<file path="src/rtl/frame_ram_pkg.sv">
// Shared widths, arbiter state encoding and the video FIFO entry type
// used by frame_ram_arbiter and frame_ram_wfifo.
package frame_ram_pkg;

  localparam int ADR_W  = 15;
  localparam int DATA_W = 16;
  localparam int RAM_AW = ADR_W + 1;

  typedef enum logic [2:0] {
    ST_IDLE  = 3'd0,
    ST_VWR   = 3'd1,
    ST_HRD   = 3'd2,
    ST_HWAIT = 3'd3,
    ST_HOLD  = 3'd4,
    ST_HWR   = 3'd5
  } arb_state_t;

  typedef struct packed {
    logic              bank;
    logic [ADR_W-1:0]  adr;
    logic [DATA_W-1:0] data;
  } wfifo_entry_t;

endpackage

</file>
<file path="src/rtl/frame_ram_wfifo.sv">
// Video write FIFO: registered pointers, simultaneous push/pop accepted even when full.
module frame_ram_wfifo
  import frame_ram_pkg::*;
#(
  parameter int DEPTH = 4
) (
  input  logic         Sys_clk,
  input  logic         resetx,
  input  logic         push,
  input  logic         pop,
  input  wfifo_entry_t din,
  output wfifo_entry_t dout,
  output logic         full,
  output logic         empty
);

  localparam int AW = (DEPTH > 1) ? $clog2(DEPTH) : 1;

  wfifo_entry_t   mem [DEPTH];
  logic [AW-1:0]  wr_ptr;
  logic [AW-1:0]  rd_ptr;
  logic [AW:0]    count;
  logic           do_push;
  logic           do_pop;

  assign empty   = (count == '0);
  assign full    = (count == (AW+1)'(DEPTH));
  assign do_pop  = pop && !empty;
  // A pop in the same cycle frees the slot the push needs.
  assign do_push = push && (!full || do_pop);
  assign dout    = mem[rd_ptr];

  always_ff @(posedge Sys_clk) begin
    if (do_push) mem[wr_ptr] <= din;
  end

  always_ff @(posedge Sys_clk or negedge resetx) begin
    if (!resetx) begin
      wr_ptr <= '0;
      rd_ptr <= '0;
      count  <= '0;
    end else begin
      if (do_push) wr_ptr <= wr_ptr + AW'(1);
      if (do_pop)  rd_ptr <= rd_ptr + AW'(1);
      count <= count + (AW+1)'(do_push) - (AW+1)'(do_pop);
    end
  end

endmodule

</file>
<file path="src/rtl/frame_ram_arbiter.sv">
// Arbitrates one frame RAM between buffered video writes and host accesses,
// with double-banked frames. Optional macro HOST_WR_EN adds the host write path.
module frame_ram_arbiter
  import frame_ram_pkg::*;
#(
  parameter int FIFO_DEPTH  = 4,
  parameter int HOST_STARVE = 8
) (
  input  logic              Sys_clk,
  input  logic              resetx,
  input  logic              vid_wr_req,
  input  logic [ADR_W-1:0]  vid_wr_adr,
  input  logic [DATA_W-1:0] vid_wr_data,
  input  logic              frame_done,
  input  logic              host_csx,
  input  logic              host_rdx,
  input  logic              host_wrx,
  input  logic [ADR_W-1:0]  host_adr,
`ifdef HOST_WR_EN
  input  logic [DATA_W-1:0] host_wdata,
`endif
  output logic [DATA_W-1:0] host_rdata,
  output logic              host_waitx,
  output logic [RAM_AW-1:0] ram_addr,
  output logic [DATA_W-1:0] ram_wdata,
  output logic              ram_wren,
  output logic              ram_rden,
  input  logic [DATA_W-1:0] ram_q,
  output logic              irq0,
  output logic              irq1,
  output logic              fifo_ovf,
  output arb_state_t        dbg_state,
  output logic              dbg_rd_bank
);

  localparam int SW = $clog2(HOST_STARVE + 1);

  arb_state_t     state;
  wfifo_entry_t   head;
  logic           fifo_full, fifo_empty, pop;
  logic           rd_pend, wr_pend, host_pend, starved, go_vwr, go_host, fire;
  logic [SW-1:0]  starve_cnt;
  logic           wr_bank, rd_bank, irq_bank, irq_pend, irq_left;

  // Host protocol: a request is held (csx low plus rdx/wrx low) until host_waitx
  // returns high; the host then releases its strobe, which ends the access.
  assign rd_pend = !host_csx && !host_rdx;
`ifdef HOST_WR_EN
  assign wr_pend = !host_csx && !host_wrx;
`else
  logic unused_host_wrx;
  assign unused_host_wrx = host_wrx;
  assign wr_pend = 1'b0;
`endif
  assign host_pend = rd_pend || wr_pend;
  assign starved   = (starve_cnt >= SW'(HOST_STARVE));
  assign go_host   = (state == ST_IDLE) && host_pend && (fifo_empty || starved);
  assign go_vwr    = (state == ST_IDLE) && !fifo_empty && !(host_pend && starved);
  assign pop       = go_vwr;
  assign fire      = irq_pend && fifo_empty && (state != ST_VWR);
  assign dbg_state   = state;
  assign dbg_rd_bank = rd_bank;

  frame_ram_wfifo #(.DEPTH(FIFO_DEPTH)) u_wfifo (
    .Sys_clk (Sys_clk),
    .resetx  (resetx),
    .push    (vid_wr_req),
    .pop     (pop),
    .din     ('{bank: wr_bank, adr: vid_wr_adr, data: vid_wr_data}),
    .dout    (head),
    .full    (fifo_full),
    .empty   (fifo_empty)
  );

  always_ff @(posedge Sys_clk or negedge resetx) begin
    if (!resetx) begin
      state      <= ST_IDLE;
      ram_addr   <= '0;
      ram_wdata  <= '0;
      ram_wren   <= 1'b0;
      ram_rden   <= 1'b0;
      host_rdata <= '0;
      host_waitx <= 1'b1;
    end else begin
      case (state)
        ST_IDLE: begin
          host_waitx <= ~host_pend;
          if (go_host && rd_pend) begin
            state    <= ST_HRD;
            ram_rden <= 1'b1;
            ram_addr <= {rd_bank, host_adr};
`ifdef HOST_WR_EN
          end else if (go_host) begin
            state     <= ST_HWR;
            ram_wren  <= 1'b1;
            ram_addr  <= {~rd_bank, host_adr};
            ram_wdata <= host_wdata;
`endif
          end else if (go_vwr) begin
            state     <= ST_VWR;
            ram_wren  <= 1'b1;
            ram_addr  <= {head.bank, head.adr};
            ram_wdata <= head.data;
          end
        end
        ST_VWR: begin
          ram_wren   <= 1'b0;
          host_waitx <= ~host_pend;
          state      <= ST_IDLE;
        end
        ST_HRD: begin
          ram_rden   <= 1'b0;
          host_waitx <= 1'b0;
          state      <= ST_HWAIT;
        end
        ST_HWAIT: begin
          host_rdata <= ram_q;
          host_waitx <= 1'b0;
          state      <= ST_HOLD;
        end
`ifdef HOST_WR_EN
        ST_HWR: begin
          ram_wren   <= 1'b0;
          host_waitx <= 1'b0;
          state      <= ST_HOLD;
        end
`endif
        ST_HOLD: begin
          host_waitx <= 1'b1;
          if (!host_pend) state <= ST_IDLE;
        end
        default: state <= ST_IDLE;
      endcase
    end
  end

  // Starvation only accrues while the host waits behind video traffic.
  always_ff @(posedge Sys_clk or negedge resetx) begin
    if (!resetx) begin
      starve_cnt <= '0;
    end else if (go_host || !host_pend) begin
      starve_cnt <= '0;
    end else if (((state == ST_IDLE) || (state == ST_VWR)) && !starved) begin
      starve_cnt <= starve_cnt + SW'(1);
    end
  end

  always_ff @(posedge Sys_clk or negedge resetx) begin
    if (!resetx) begin
      wr_bank  <= 1'b0;
      rd_bank  <= 1'b1;
      irq_bank <= 1'b0;
      irq_pend <= 1'b0;
      irq_left <= 1'b0;
      irq0     <= 1'b0;
      irq1     <= 1'b0;
      fifo_ovf <= 1'b0;
    end else begin
      if (vid_wr_req && fifo_full && !pop) fifo_ovf <= 1'b1;
      // A later frame_done overwrites the bank of a not-yet-issued irq.
      if (frame_done) begin
        wr_bank  <= ~wr_bank;
        irq_bank <= wr_bank;
        irq_pend <= 1'b1;
      end else if (fire) begin
        irq_pend <= 1'b0;
      end
      if (fire) begin
        rd_bank  <= irq_bank;
        irq0     <= ~irq_bank;
        irq1     <= irq_bank;
        irq_left <= 1'b1;
      end else if (irq_left) begin
        irq_left <= 1'b0;
      end else begin
        irq0 <= 1'b0;
        irq1 <= 1'b0;
      end
    end
  end

endmodule

</file>
<file path="config.mk">
export PLATFORM = sky130hd
export DESIGN_NAME = frame_ram_arbiter
export DESIGN_NICKNAME = d
export VERILOG_FILES = /design/src/rtl/frame_ram_pkg.sv /design/src/rtl/frame_ram_wfifo.sv /design/src/rtl/frame_ram_arbiter.sv
export SDC_FILE = /design/constraint.sdc
export NUM_CORES = 1
export LEC_CHECK = 0
export ABC_AREA = 1
export CORE_AREA = 2 2 134 136
export DETAILED_ROUTE_END_ITERATION = 10
export DIE_AREA = 0 0 136 138
export GPL_TIMING_DRIVEN = 0
export PLACE_DENSITY_LB_ADDON = 0.1
export SLEW_MARGIN = 20
export SYNTH_ARGS = -nofsm -noshare
export SYNTH_HDL_FRONTEND = slang
export SYNTH_SLANG_ARGS = --single-unit
</file>
<file path="constraint.sdc">
create_clock -name Sys_clk -period 2.8 [get_ports Sys_clk]
set_input_delay 0.28 -clock Sys_clk [delete_from_list [all_inputs] [get_ports Sys_clk]]
set_output_delay 0.28 -clock Sys_clk [all_outputs]
set_load 0.01 [all_outputs]
</file>
== Word-level counts from Yosys, hierarchy flattened ==
Memory sizes are Yosys's and may differ from the RTL's.
Cells that the tools add are included.
Cells by class
  equality and inequality tests: 12
  bitwise logic cells: 4
  mux-type cells: 22
  $lt $le $gt $ge: 1
  reductions and logical operators: 41
  $add $sub $neg: 5
Operator list (count)
  $mux W16: 2
  $logic_and A1 B1 Y1: 14
  $pmux W3 S4: 1
  $mux W1: 11
  $ne A2 B2 Y1 const B: 5
  $reduce_bool A2 Y1: 5
  $mux W3: 3
  $logic_not A1 Y1: 8
  $mux W4: 2
  $eq A3 B2 Y1 const B: 2
  $eq A3 B3 Y1 const B: 2
  $logic_not A3 Y1: 2
  $reduce_and A2 Y1: 3
  $reduce_and A3 Y1: 2
  $add A2 B1 Y2 const B: 2
  $add A4 B1 Y4 const B: 1
  $ge A4 B4 Y1 const B: 1
  $logic_or A1 B1 Y1: 4
  $not A1 Y1: 4
  $pmux W1 S2: 2
  $reduce_or A2 Y1: 2
  $add A3 B1 Y3: 1
  $eq A3 B1 Y1 const B: 1
  $ne A3 B1 Y1 const B: 1
  other kinds (4): 4
Storage, ports and cells
  memories kept: 1
  output and inout bits: 58
  logic and storage cells: 105
  register bits: 73
  bits of input ports: 69
  memory bits (writable): 128
Memories
  u_wfifo.mem: words 4, bits a word 32, rd ports 1, clocked after memory_dff 0, wr ports 1, RTL line frame_ram_wfifo.sv:19  | wfifo_entry_t mem [DEPTH];

== Depth between registers and ports, before layout ==
  depth in word-level cells: 10
  mapped depth: 12
  gate-level depth less buffers: 12

== Modules after synthesis ==
A second synthesis with hierarchy kept.
Unflattened totals
  cell total of the unflattened synthesis: 707
  area total of the unflattened synthesis: 8161.6 µm²
By module, submodules not included
  frame_ram_wfifo: cells an instance 395, instances 1, area an instance 5247.5 µm², sequential area each 4018.9 µm²
  frame_ram_arbiter: cells an instance 312, instances 1, area an instance 2914.0 µm², sequential area each 1654.1 µm²

== Worst setup path after synthesis ==
Ideal clock, no wire load.
  path kind: register to register
  start: reg state[2], in the netlist dbg_state[2]
  end: mem u_wfifo.mem[0][0] (netlist bit) (enable)
  library setup time: 0.421 ns
  cell stages (with the launch flop): 8
  data required time: 2.379 ns
  path slack: -0.072 ns
  period minus slack after synthesis: 2.872 ns
  path buffers: 0
  data arrival time: 2.451 ns
  cell sequence: dfrtp_1 inv_2 nand2_4 nor2_4 nand3_2 nand2_1 nand2_1 nor2_1
Between the ends
  cells in the longest elaborated chain, start to end: 8
RTL lines
  start, declared: RTL line frame_ram_arbiter.sv:38  | arb_state_t state;
  start signal, assigned: RTL line frame_ram_arbiter.sv:77  | state <= ST_IDLE;
  start signal, assigned: RTL line frame_ram_arbiter.sv:89  | state <= ST_HRD;
  start signal, assigned: RTL line frame_ram_arbiter.sv:100  | state <= ST_VWR;
  $logic_not A3 Y1: RTL line frame_ram_arbiter.sv:58  | assign go_vwr = (state == ST_IDLE) && !fifo_empty && !(host_pend && starved);
  $logic_and A1 B1 Y1 (2 in series): RTL line frame_ram_arbiter.sv:58
  $logic_and A1 B1 Y1: RTL line frame_ram_wfifo.sv:28  | assign do_pop = pop && !empty;
  $logic_or A1 B1 Y1: RTL line frame_ram_wfifo.sv:30  | assign do_push = push && (!full || do_pop);
  $logic_and A1 B1 Y1: RTL line frame_ram_wfifo.sv:30
  $mux W1: RTL line frame_ram_wfifo.sv:34  | if (do_push) mem[wr_ptr] <= din;
  $mux W1 (implied by the code): RTL line frame_ram_wfifo.sv:34
  end, declared: RTL line frame_ram_wfifo.sv:19
Every way passes these cells.

== Worst setup path in the final report ==
  start: reg state[2], in the netlist dbg_state[2]
  end: mem u_wfifo.mem[2][27] (netlist bit) (enable)
Same word-level chain as after synthesis.

==> PnR_summary.wiki <==
{| class="wikitable"
! Metric !! Value
|-
| Setup violations, final || 0
|-
| Reported max-cap violation count || 0
|-
| Overall power after layout || 0.0120 W
|-
| Setup TNS after final layout || 0 ns
|-
| P&R area growth vs syn || 30.0%
|-
| Post-synth design cell area || 8120 um^2
|-
| Critical Path Fanout Max || 12
|-
| Row cnt || 49
|-
| Clock root buffer || clkbuf_16
|-
| Slew Limit Headroom || 57.5%
|-
| Number of remaining DRC errors || 0
|-
| Via total after detailed routing || 5598
|-
| Worst hold-check path type || in2async
|-
| Area taken by flip-flops and latches || 5670 um^2
|-
| Setup repair after global routing missed its margin || false
|-
| Data required time of the worst path || roughly 3 ns
|-
| Fraction of the mapped netlist area in adder cells || between 1 and 1.5%
|-
| Number of antenna violations at the first check in global routing || 0
|-
| Setup skew after layout || 0.00812 ns
|-
| H-tree Lvls || 1
|-
| Seq/Total Area, Yosys || 69.9%
|-
| Initial core utilization || 46.3%
|-
| Top-area cell type share of the netlist area || 47.3%
|-
| Power per cell area || 1130 nW/um^2
|-
| Cell variety after synth || 36
|-
| Core outline area || 17500 um^2
|-
| Via density per instance || 5.12
|-
| Synth Net Count || approximately 770
|-
| Fraction of the mapped netlist area in simple logic gates || 17.1%
|-
| Library cell occupying the most area in the post-synthesis netlist || edfxtp_1
|-
| Max Fclk || 0.407 GHz
|-
| Count of synthesis-stage warnings from yosys || 0
|-
| Top flip-flop cell by instance count after synthesis || edfxtp_1
|-
| Fillers || 1418
|-
| Wire length of the first global-routing pass || 29700 um
|-
| TritonCTS clock tree || done
|-
| Largest family of logic cells by synthesized area || simple AND/OR/NAND/NOR gates
|-
| Wire length on met3 || 1270 um
|-
| Standby leakage power || 4.30 nW
|-
| Total Routing Usage GR || 20.3%
|-
| Utilization of the core after routing || roughly three fifths
|-
| Critical Path Source Type || register
|-
| Start-to-end type of the worst setup path || reg2reg
|-
| Largest cells by area after synthesis || edfxtp_1, dfrtp_1, nand2_1, nand3_1, nor2_1
|-
| Actual slew at the worst max-slew pin || 0.637 ns
|-
| Routed Wire Length || approximately 19000 um
|-
| Slack of the critical path || 0.345 ns
|-
| Number of port buffers || 125
|-
| Max Used Layer || met4
|-
| Post-route ant nets || 0
|-
| EDFF count, synth || about 130
|-
| Number of max-slew violations in the final report || 0
|-
| Die Y-Extent || 138 um
|-
| Count of routing violations after the opening detailed-route iteration || 400
|-
| Number of top-level design ports || 127
|-
| Clock latency reported for the late side of the worst-skew pair || approximately 0.49 ns
|-
| # clock sinks || 201
|-
| Number of clock buffers inserted by TritonCTS || 22
|-
| Endpoint type of the worst setup path || register
|-
| Post-synthesis compound-gate area fraction || 4.53%
|-
| Remaining global-route overflow || 0
|-
| Portion of netlist area occupied by mux cells || 2.22%
|-
| Routed wl met2 || 9420 um
|-
| Floorplan die width || ~140 um
|-
| VDD IR-drop max || 0.593 mV
|-
| Fraction of layout instances using a drive strength above 1 || 11.8%
|-
| Buffers from clock root to sink, at most || 3
|-
| Area of the die || 18800 um^2
|-
| Minimum clock period || 2.45 ns
|-
| Xor and xnor fraction of the mapped netlist area || 0.539%
|-
| Post-CTS repair timing setup buffer count || 0
|-
| Routed length on met1 || 8110 um
|-
| Final hold viol count || 0
|-
| Number of storage elements in the synthesis netlist || 201
|-
| Wire length per cell || 17.4 um
|-
| Fin crit share || 87.7%
|-
| HPWL after DPL || 12700 um
|-
| Syn Inst Count || 692
|-
| Maximum number of pins on one net before global-route repair || 56
|-
| Area used by multi-input combinational logic || 2120 um^2
|-
| First-pass iteration count of the detailed router || 5
|-
| Vias in the first global route || around 5.6k
|-
| Data arrival, critical path || 2.65 ns
|-
| Antenna cell count || 0
|-
| Global placement routability congestion || 0.756
|-
| Final-stage net count || 925
|-
| DP Worst Slack || 0.182 ns
|-
| Run status || finished clean
|-
| Fraction of registers with async set/reset || 36.3%
|-
| Synthesized area per cell || 11.7 um^2
|-
| Clock transition at the registers of the reported paths || ~0.060 ns
|-
| Number of cells on the worst reg-to-reg path || 9
|}
## worst paths after layout
kind,slack [ns],endpoint,start
setup / recovery,0.35,u_wfifo.mem[2][27],dbg_state[2]
hold / removal,0.23,host_rdata[3],resetx
setup reg to reg,0.35,u_wfifo.mem[2][27],dbg_state[2]
hold reg to reg,0.47,fifo_ovf,fifo_ovf
max in group asynchronous,1.95,dbg_rd_bank,resetx
min in group Sys_clk,0.41,host_rdata[14],ram_q[14]
## Yosys cell counts, types with 2 or more instances
master / count
nor2_1: 58
nand2_2: 2
buf_2: 14
xnor2_1: 2
a21oi_1: 4
nand2_4: 2
mux2_2: 15
clkbuf_1: 8
nand3_1: 80
inv_2: 5
inv_1: 33
buf_4: 4
o22ai_1: 16
buf_6: 7
xor2_1: 3
dfstp_2: 2
edfxtp_1: 128
dfrtp_1: 71
nor2_2: 2
ha_1: 7
o21ai_0: 43
nor3_1: 3
nand2_1: 170
## cells by family after synthesis
| logic type | after synthesis |
|---|---|
| compound gates | 67 |
| xor+xnor | 5 |
| fa+ha+maj | 8 |
| buf+inv | 72 |
| flops | 201 |
| mux | 16 |
| simple gates | 323 |
## layer usage
| layer | track usage (%) | up-vias |
|---|---|---|
| met1 | 27.8 | 2731 |
| met3 | 3.30 | 21 |
| met4 | 4.93 | 0 |
| met5 | 0 | - |
| met2 | 34.0 | 177 |
| li1 | - | 2669 |
## state kept, by name, summed over array words and instances (netlist names)
name	count
fifo_ovf	1
host_rdata	16
u_wfifo.mem	128
ram_rden	1
u_wfifo.rd_ptr	2
dbg_state	3
irq_bank	1
ram_wren	1
irq0	1
u_wfifo.count	3
ram_addr	16
irq1	1
starve_cnt	4
u_wfifo.wr_ptr	2
host_waitx	1
dbg_rd_bank	1
wr_bank	1
irq_pend	1
irq_left	1
ram_wdata	16
## worst max-delay path, cell delays in order, from the launching register on
cell     delay (ns)
dfrtp_1        0.46
inv_2          0.13
nand2_4        0.07
nor2_4         0.11
nand3_2        0.13
nand2_1        0.13
nand2_1        0.28
nor2_4         0.44
buf_8          0.22
buf_8          0.17
## area by class of cell
type                            instances  share of cell area [%]
Clock buffer                           32                    5.96
Timing Repair Buffer                  132                    13.0
Tap cell                              229                    2.71
Sequential cell                       201                    53.7
Inverter                               38                    1.35
Clock inverter                          8                    1.08
Buffer                                 34                    2.03
Multi-Input combinational cell        419                    20.1
## cell usage in the layout, fill, tap and decap left out, drive strengths merged, types with 3 or more instances in the layout
cell type      synthesis  layout
a21oi                  5       5
buf                   25      32
bufinv                 0       3
clkbuf                 9      41
clkdlybuf4s50          0     124
clkinv                 0       5
dfrtp                 71      71
edfxtp               128     128
ha                     7       7
inv                   38      38
mux2                  16      16
nand2                174     174
nand3                 82      82
nor2                  62      62
nor3                   3       3
o21ai                 43      43
o22ai                 16      16
xor2                   3       3
## report_power, final
part / total, W / leakage, nW / internal (W) / switching (W)
clock: 0.00293 / 0.366 / 0.00183 / 0.00110
combinational: 0.00457 / 1.88 / 0.00191 / 0.00266
sequential: 0.00448 / 2.05 / 0.00410 / 0.000376
## per-stage QoR
step           hold WS (ns)  cells  cell area, um^2
3_3_place_gp          0.460   1046             9660
6_report              0.229   1093            10600
5_1_grt               0.232   1093            10600
4_1_cts               0.225   1093            10600
2_1_floorplan       -0.0156    692             8120
3_5_place_dp          0.197   1052             9800
## what timing repair did
action / in CTS / in global routing
hold endpoints to repair: 18 / 0
hold buffers: 1 / 0
gates resized for setup: 0 / 0
(Power assumes the default switching activity.)
